File: config.mk
export PLATFORM = sky130hd
export DESIGN_NAME = mlp_batch_sequencer
export DESIGN_NICKNAME = d
export VERILOG_FILES = /design/src/rtl/mlp_batch_sequencer.sv
export SDC_FILE = /design/constraint.sdc
export NUM_CORES = 1
export LEC_CHECK = 0
export BUFFER_PORTS_ARGS = -buffer_cell sky130_fd_sc_hd__buf_2
export CELL_PAD_IN_SITES_DETAIL_PLACEMENT = 1
export CELL_PAD_IN_SITES_GLOBAL_PLACEMENT = 1
export CORE_UTILIZATION = 36
export CTS_CLUSTER_SIZE = 25
export DETAILED_ROUTE_END_ITERATION = 12
export PLACE_DENSITY_LB_ADDON = 0.15
export SYNTH_ARGS = -nofsm -noshare
export SYNTH_HDL_FRONTEND = slang
export SYNTH_SLANG_ARGS = --single-unit
File: constraint.sdc
create_clock -name clk -period 4.12 [get_ports clk]
set_input_delay 0.618 -clock clk [delete_from_list [all_inputs] [get_ports clk]]
set_output_delay 0.618 -clock clk [all_outputs]
set_load 0.02 [all_outputs]
File: src/rtl/mlp_batch_sequencer.sv
// mlp_batch_sequencer
// -------------------
// On-chip initiator for the MLP classifier core. A run pulse walks sample
// indices 0..NUM_SAMPLES-1. For each index the block pulses mlp_start and
// waits for mlp_done, with a per-sample timeout. It then encodes the one-hot
// winning class and compares it against an external label ROM. Accuracy
// counters accumulate over the batch.
//
// Ports:
//   clk, rst          rising-edge clock, synchronous active-high reset
//   run               one-cycle batch start (honoured only in IDLE/FINISH)
//   mlp_start         one-cycle start pulse to the MLP core
//   mlp_index         sample index, held from start until the result is taken
//   mlp_done          MLP result ready (level or pulse)
//   mlp_max           one-hot winning class from the MLP
//   label_addr        label ROM address (always equal to mlp_index)
//   label_data        label ROM data, valid one cycle after label_addr
//   pred_valid        one-cycle strobe per finished sample
//   pred_index        index of the reported sample (0 outside the strobe)
//   pred_class        encoded class 0..9, or 15 for invalid/timeout
//   pred_correct      pred_class matches the label
//   correct_count     correct predictions this batch (saturating)
//   sample_count      samples reported this batch (saturating)
//   err_count         invalid one-hot plus timeout events (saturating)
//   busy              high in ISSUE/WAIT/REPORT
//   finished          high in FINISH until the next run or rst
module mlp_batch_sequencer #(
    parameter int NUM_SAMPLES = 750,
    parameter int TIMEOUT     = 1023,
    parameter int CLASSES     = 10
) (
    input  logic               clk,
    input  logic               rst,
    input  logic               run,
    output logic               mlp_start,
    output logic [9:0]         mlp_index,
    input  logic               mlp_done,
    input  logic [CLASSES-1:0] mlp_max,
    output logic [9:0]         label_addr,
    input  logic [3:0]         label_data,
    output logic               pred_valid,
    output logic [9:0]         pred_index,
    output logic [3:0]         pred_class,
    output logic               pred_correct,
    output logic [9:0]         correct_count,
    output logic [9:0]         sample_count,
    output logic [9:0]         err_count,
    output logic               busy,
    output logic               finished
);

    localparam int         TMO_W    = (TIMEOUT < 2) ? 1 : $clog2(TIMEOUT + 1);
    localparam logic [9:0] LAST_IDX = 10'(NUM_SAMPLES - 1);
    localparam logic [9:0] CNT_MAX  = '1;

    typedef enum logic [2:0] {
        S_IDLE, S_ISSUE, S_WAIT, S_REPORT, S_FINISH
    } state_e;

    state_e             state_q, state_d;
    logic [9:0]         index_q, index_d;
    logic [TMO_W-1:0]   tmo_q, tmo_d;
    logic [3:0]         label_q, label_d;
    logic [CLASSES-1:0] max_q, max_d;
    logic               timed_out_q, timed_out_d;
    logic [9:0]         correct_q, correct_d;
    logic [9:0]         sample_q, sample_d;
    logic [9:0]         err_q, err_d;

    logic       first_wait, done_ok, tmo_hit;
    logic [3:0] enc_class, rep_class;
    logic       invalid, rep_correct;

    function automatic logic [9:0] sat_inc(input logic [9:0] v);
        return (v == CNT_MAX) ? v : v + 10'd1;
    endfunction

    // The timeout counter is cleared in ISSUE, so zero marks the first WAIT
    // cycle. A done seen then may be a stale level from the previous sample.
    assign first_wait = (tmo_q == '0);
    assign done_ok    = mlp_done && !first_wait;
    assign tmo_hit    = (tmo_q == TMO_W'(TIMEOUT));

    // One-hot decode of the captured vector. A timeout or a vector without
    // exactly one bit set reports class 15 and is never counted as correct.
    always_comb begin
        enc_class = 4'd0;
        for (int i = 0; i < CLASSES; i++) begin
            if (max_q[i]) enc_class = 4'(i);
        end
        invalid     = timed_out_q || ($countones(max_q) != 1);
        rep_class   = invalid ? 4'd15 : enc_class;
        rep_correct = !invalid && (enc_class == label_q);
    end

    always_comb begin
        // NOTE: every next-state value defaults to its register first, so no
        // path through the case below can leave one unassigned and infer a latch.
        state_d     = state_q;
        index_d     = index_q;
        tmo_d       = tmo_q;
        label_d     = label_q;
        max_d       = max_q;
        timed_out_d = timed_out_q;
        correct_d   = correct_q;
        sample_d    = sample_q;
        err_d       = err_q;

        unique case (state_q)
            S_IDLE, S_FINISH: begin
                if (run) begin
                    correct_d = '0;
                    sample_d  = '0;
                    err_d     = '0;
                    index_d   = '0;
                    state_d   = S_ISSUE;
                end
            end
            S_ISSUE: begin
                tmo_d       = '0;
                timed_out_d = 1'b0;
                state_d     = S_WAIT;
            end
            S_WAIT: begin
                tmo_d = tmo_q + 1'b1;
                // The ROM address was presented in ISSUE, so the data is valid now.
                if (first_wait) label_d = label_data;
                // Done takes priority over a timeout in the same cycle.
                if (done_ok) begin
                    max_d   = mlp_max;
                    state_d = S_REPORT;
                end else if (tmo_hit) begin
                    timed_out_d = 1'b1;
                    state_d     = S_REPORT;
                end
            end
            S_REPORT: begin
                sample_d = sat_inc(sample_q);
                if (rep_correct) correct_d = sat_inc(correct_q);
                if (invalid)     err_d     = sat_inc(err_q);
                if (index_q == LAST_IDX) begin
                    state_d = S_FINISH;
                end else begin
                    index_d = index_q + 10'd1;
                    state_d = S_ISSUE;
                end
            end
            default: state_d = S_IDLE;
        endcase
    end

    always_ff @(posedge clk) begin
        if (rst) begin
            state_q     <= S_IDLE;
            index_q     <= '0;
            tmo_q       <= '0;
            label_q     <= '0;
            max_q       <= '0;
            timed_out_q <= 1'b0;
            correct_q   <= '0;
            sample_q    <= '0;
            err_q       <= '0;
        end else begin
            // NOTE: non-blocking assignments update all registers together at
            // the edge, so no register sees another's new value within a cycle.
            state_q     <= state_d;
            index_q     <= index_d;
            tmo_q       <= tmo_d;
            label_q     <= label_d;
            max_q       <= max_d;
            timed_out_q <= timed_out_d;
            correct_q   <= correct_d;
            sample_q    <= sample_d;
            err_q       <= err_d;
        end
    end

    assign mlp_start     = (state_q == S_ISSUE);
    assign mlp_index     = index_q;
    assign label_addr    = index_q;
    assign pred_valid    = (state_q == S_REPORT);
    assign pred_index    = pred_valid ? index_q : '0;
    assign pred_class    = pred_valid ? rep_class : '0;
    assign pred_correct  = pred_valid && rep_correct;
    assign correct_count = correct_q;
    assign sample_count  = sample_q;
    assign err_count     = err_q;
    assign busy          = (state_q == S_ISSUE) || (state_q == S_WAIT) ||
                           (state_q == S_REPORT);
    assign finished      = (state_q == S_FINISH);

endmodule

# --- After elaboration in Yosys (flattened, before gate mapping) ---
# Index checks and enable logic that the tools add are counted.
# W data, S select, Z words.
totals:
  regBits: 68
  inputBits: 18
  out_inout_bits: 69
  word_cells: 97
classes:
  addsub: 14
  eq_ne: 21
  muxes: 32
  n_reduce_logical: 21
op_table:
  columns: ["cell", "n"]
  rows:
  - ["$pmux W10 S2", 5]
  - ["$mux W10", 8]
  - ["$add A10 B1 Y10 const B", 5]
  - ["$eq A10 B10 Y1 const B", 5]
  - ["$mux W4", 10]
  - ["$ne A2 B2 Y1 const B", 7]
  - ["$mux W3", 4]
  - ["$pmux W3 S4", 1]
  - ["$add A1 B1 Y2", 5]
  - ["$logic_not A10 Y1", 1]
  - ["$reduce_and A3 Y1", 3]
  - ["$reduce_and A4 Y1", 2]
  - ["$add A2 B2 Y3", 2]
  - ["$eq A3 B2 Y1 const B", 2]
  - ["$reduce_and A2 Y1", 3]
  - ["$add A4 B2 Y5", 1]
  - ["$ne A5 B1 Y1 const B", 1]
  - ["$add A3 B3 Y4", 1]
  - ["$eq A4 B4 Y1", 1]
  - ["$ne A2 B1 Y1 const B", 2]
  - ["$reduce_bool A2 Y1", 2]
  - ["$eq A3 B1 Y1 const B", 1]
  - ["$eq A3 B3 Y1 const B", 1]
  - ["$logic_and A1 B1 Y1", 3]
  - ["7 further kinds", 12]

# --- Depth between registers and ports, before layout ---
logic_depth:
  ltp_word: 13
  ltp_mapped: 15
  mapped_depth_nobuf: 14

# --- Worst setup path before layout ---
# No wires, ideal clock.
synth_timing:
  path_type: "reg-to-output"
  start: "reg max_q[9]"
  end: "out pred_correct"
  t_arrival_ps: 3680
  slack_ps: -178
  path_stages_with_launch: 13
  n_path_buf: 0
  path_cell_list: "dfxtp_1 -> fa_1 -> fa_1 -> inv_1 -> fa_1 -> inv_1 -> ha_1 -> inv_1 -> fa_1 -> a2111o_1 -> a211oi_4 -> and4b_1 -> and3_1"
synth_between:
  elab_chain_cells: 7
synth_lines:
  columns: ["element", "line_no", "rtl"]
  rows:
  - ["start: declaration", "64", "logic [CLASSES-1:0] max_q, max_d;"]
  - ["start signal: assignment", "170", "max_q <= max_d;"]
  - ["$add A1 B1 Y2 (not written as such)", "91", "invalid = timed_out_q || ($countones(max_q) != 1);"]
  - ["$add A4 B2 Y5 (not written as such)", "91", null]
  - ["$ne A5 B1 Y1", "91", null]
  - ["$logic_or A1 B1 Y1", "91", null]
  - ["$logic_not A1 Y1", "93", "rep_correct = !invalid && (enc_class == label_q);"]
  - ["$logic_and A1 B1 Y1 (*)", "93", null]
  - ["$logic_and A1 B1 Y1 (*)", "184", "assign pred_correct = pred_valid && rep_correct;"]
  - ["end: declaration", "44", "output logic pred_correct,"]
# Every way passes the cells marked *; elsewhere a longest branch is shown, timed or not.

# --- Worst setup path after layout ---
layout_timing:
  start: "reg max_q[1]"
  end: "out pred_correct"
layout_between:
  elab_chain_cells: 12
layout_lines:
  columns: ["element", "line_no"]
  rows:
  - ["parallel branches: the longest is 10 deep, another holds $add A4 B2 Y5", null]
  - ["$logic_and A1 B1 Y1 (*)", "93"]
  - ["$logic_and A1 B1 Y1 (*)", "184"]
# Mark *: on every way between the ends.

==> flow_summary.toml <==
[run]
maximum_capacitance_violations = 0

[global_routing]
grt_pass1_wl_um = 17300
antenna_violations_before_repair = 0
global_route.overflow_total = 0
grt_pass1_vias = 3559
grt_start_max_net_pins = 39
track_usage = 0.195

[critical_path]
start_kind = "flip-flop"
critPathMaxFanout = 2
cpMostUsedCell = "sky130_fd_sc_hd__fa_1"
critPathKind = "reg -> out"
cp_cell_sequence = "fa_1 > fa_1 > inv_1 > fa_1 > inv_1 > ha_2 > inv_2 > fa_2 > a2111o_1 > a211oi_4 > and4b_1 > and3_4 > buf_6"
cp_slowest_stage_delay_ns = 0.53
req_time_crit_path_ns = 3.50
cp_arrival_ns = 3.90
endpoint_kind_of_the_worst_setup_timing_path = "primary output"
worst_path_max_delay_cell = "sky130_fd_sc_hd__fa_1"

[timing]
worst_slew_margin_rel = 0.304
final_min_period_over_clock_period = 1.10
max_freq_mhz = 222
setup-violations-final = 5
worst_pin_slew_ns = 1.04
final-max-slew-violation-count = 0
period_minus_slack_ns = 4.51
worst_clock_skew_ns = 0.0102
rsz0062_at_grt = "true"
final-hold-violation-count = 0
final_worst_slack_ns = -0.393

[final_layout]
antennaDiodeCount = 0
mostFrequentLayoutCells = "81 x sky130_fd_sc_hd__buf_2, 68 x sky130_fd_sc_hd__nor2_1, 64 x sky130_fd_sc_hd__dfxtp_1, 30 x sky130_fd_sc_hd__nand2_1, 25 x sky130_fd_sc_hd__inv_1"
layoutNonFillerInstCount = 679
finalNetCount = 576
layout-drive-gt1-share = 0.255
syn2layout_area_growth_pct = 22.0
finish.instance_area_um2 = 4590
layout.cells.most_common = "sky130_fd_sc_hd__buf_2"

[yosys]
netlist_area_um2 = 3760
synth_edf_count = 0
synth_simple_gate_area_share = 0.287
async_reset_ff_frac = 0
post_synth_inst_count = 461
yosysSeqAreaShare = 0.362
synthAdderAreaFrac = 0.0619
dominant_combinational_cell_family_by_area_after_synthesis = "simple AND/OR/NAND/NOR gates"
synth.avg_cell_area_um2 = 8.16
synthesis.nets = 494
synth_compound_gate_area_share = 0.127
yosys.cell_types.count = 50
primary_flip_flop_cell_chosen_by_synthesis_mapping = "sky130_fd_sc_hd__dfxtp_1"
synth.ff_latch_count = 68
synth_xor_area_frac = 0.0512
synth.mux.area_fraction = 0.0403
ys_warn_count = 0

[floorplan]
start_util = 0.378
rows = 36
fp.dieArea_um2 = 10900
dieHeight_um = 104
coreArea_um2 = 9950
fp.dieW_um = 104
ioPinCount = 87

[placed_design]
pre_cts_ws_ns = -0.187
detailed_place.area_um2 = 4310
port_buffers = 86
gp_congestion = 0.766
place.detailed.instances = 663
dp_hpwl_um = 7440

[cts]
cts.root.buffer_cell = "sky130_fd_sc_hd__clkbuf_8"
path_clk_slew_ns = 0.08
cts_hold_buffers = 0
tritoncts_num_sinks = 68
clk_latency_ns = 0.35
numCtsBuffers = 9
clockBufferDepth = 2
cts_tree = "done"
number_of_h_tree_branching_levels = 3

[detailed_routing]
via_count = 3589
detail_route.wirelength_um = 10200
detail_route.iter0.violations = 82
post_drt_via_cell_ratio = 5.29
drc_violations_left = 0
post_drt_wl_per_cell_um = 15.0
final_antenna_net_count = 0
drt-pass1-iter-count = 4

[power_and_ir_drop]
power_density_nw_per_um2 = 364
sequentialPowerShare = 0.431
power.share.switching = 0.321
switchingPower_mw = 0.536
intPower_mw = 1.14
max-vdd-ir-drop_v = 0.000148
comb_power_share = 0.236
clock_power_share = 0.333
power_leakage_nw = 2.01

[outcome]
violations_in_the_final_reports = "setup timing"
outcome = "finished with violations"

[worst_hold_path]
holdCritPathClass = "in -> reg"
worst max-delay path, delay by kind of cell (launching register included):
kind	cells	cell delay, ns
and+or+nand+nor	2	0.44
DFF	1	0.33
adders and majority gates	5	1.96
buffers and inverters	4	0.27
AOI/OAI and AO/OA	2	0.57
power by group through the flow:
| stage | registers (mW) | logic (mW) | clock network [mW] |
|---|---|---|---|
| 6_report | 0.721 | 0.395 | 0.556 |
| 5_1_grt | 0.727 | 0.441 | 0.604 |
| 4_1_cts | 0.721 | 0.400 | 0.574 |
| 3_5_place_dp | 0.737 | 0.382 | 0 |
| 3_3_place_gp | 0.736 | 0.372 | 0 |
| 2_1_floorplan | 0.725 | 0.282 | 0 |
what timing repair did:
action,CTS,global route
buffers inserted,2,0
gates cloned,0,0
endpoints found under the setup margin,10,23
pin swaps,3,3
resized for setup,16,8
cells by family after synthesis:
family	count (synthesis)
and+or+nand+nor	212
DFF	68
AOI/OAI and AO/OA	72
xor gates and xnor gates	22
muxes	15
buffers and inverters	57
adders and majority gates	15
metal layers:
metal,track usage,vias up,wire [um]
met5,0,-,0
met3,0.0382,10,390
li1,-,1759,-
met1,0.241,1746,4700
met2,0.342,74,4970
met4,0.0582,0,112
path summary, 6_finish.rpt:
check                                      from               end  slack (ns)  depth (start not counted)
worst max register to register         max_q[1]  correct_count[9]        0.05                         15
worst min register to register  sample_count[1]   sample_count[1]        0.51                          2
worst max-delay path                   max_q[1]      pred_correct       -0.39                         13
worst min-delay path              label_data[2]        label_q[2]        0.50                          3
layout make-up:
class	count	area, um2
fill	1221	5370
multi-input combinational	336	2190
sequential	68	1370
timing repair buffer	102	582
tap	133	166
clock buffer	12	155
inverter	26	97.6
clock inverter	2	35.0
cell usage after synthesis, drive strengths merged, types with 12 or more instances:
master / count / area share
nand3: 19 / 0.025
buf: 14 / 0.027
nand4: 13 / 0.023
o21ai: 12 / 0.016
clkbuf: 17 / 0.017
dfxtp: 68 / 0.36
inv: 26 / 0.026
and2: 15 / 0.025
a21oi: 21 / 0.028
nor2: 68 / 0.068
and3: 14 / 0.023
nor3: 14 / 0.019
nand2: 30 / 0.030
xor2: 13 / 0.030
mux2i: 14 / 0.037
state kept, by name (all words and copies together) (netlist names):
| name | cells |
|---|---|
| timed_out_q | 1 |
| label_q | 4 |
| state_q | 3 |
| sample_count | 10 |
| max_q | 10 |
| label_addr | 10 |
| tmo_q | 10 |
| correct_count | 10 |
| err_count | 10 |
per-stage QoR:
| step | power, mW | hold slack (ns) | TNS, ns | utilization |
|---|---|---|---|---|
| 2_1_floorplan | 1.01 | 0.464 | -0.00437 | - |
| 3_3_place_gp | 1.11 | 0.488 | -0.0809 | 0.433 |
| 3_5_place_dp | 1.12 | 0.504 | -0.371 | 0.433 |
| 4_1_cts | 1.70 | 0.490 | -1.85 | 0.459 |
| 5_1_grt | 1.77 | 0.514 | -4.08 | 0.461 |
| 6_report | 1.67 | 0.501 | -1.72 | 0.461 |
Power figures use the tool's default switching activity.
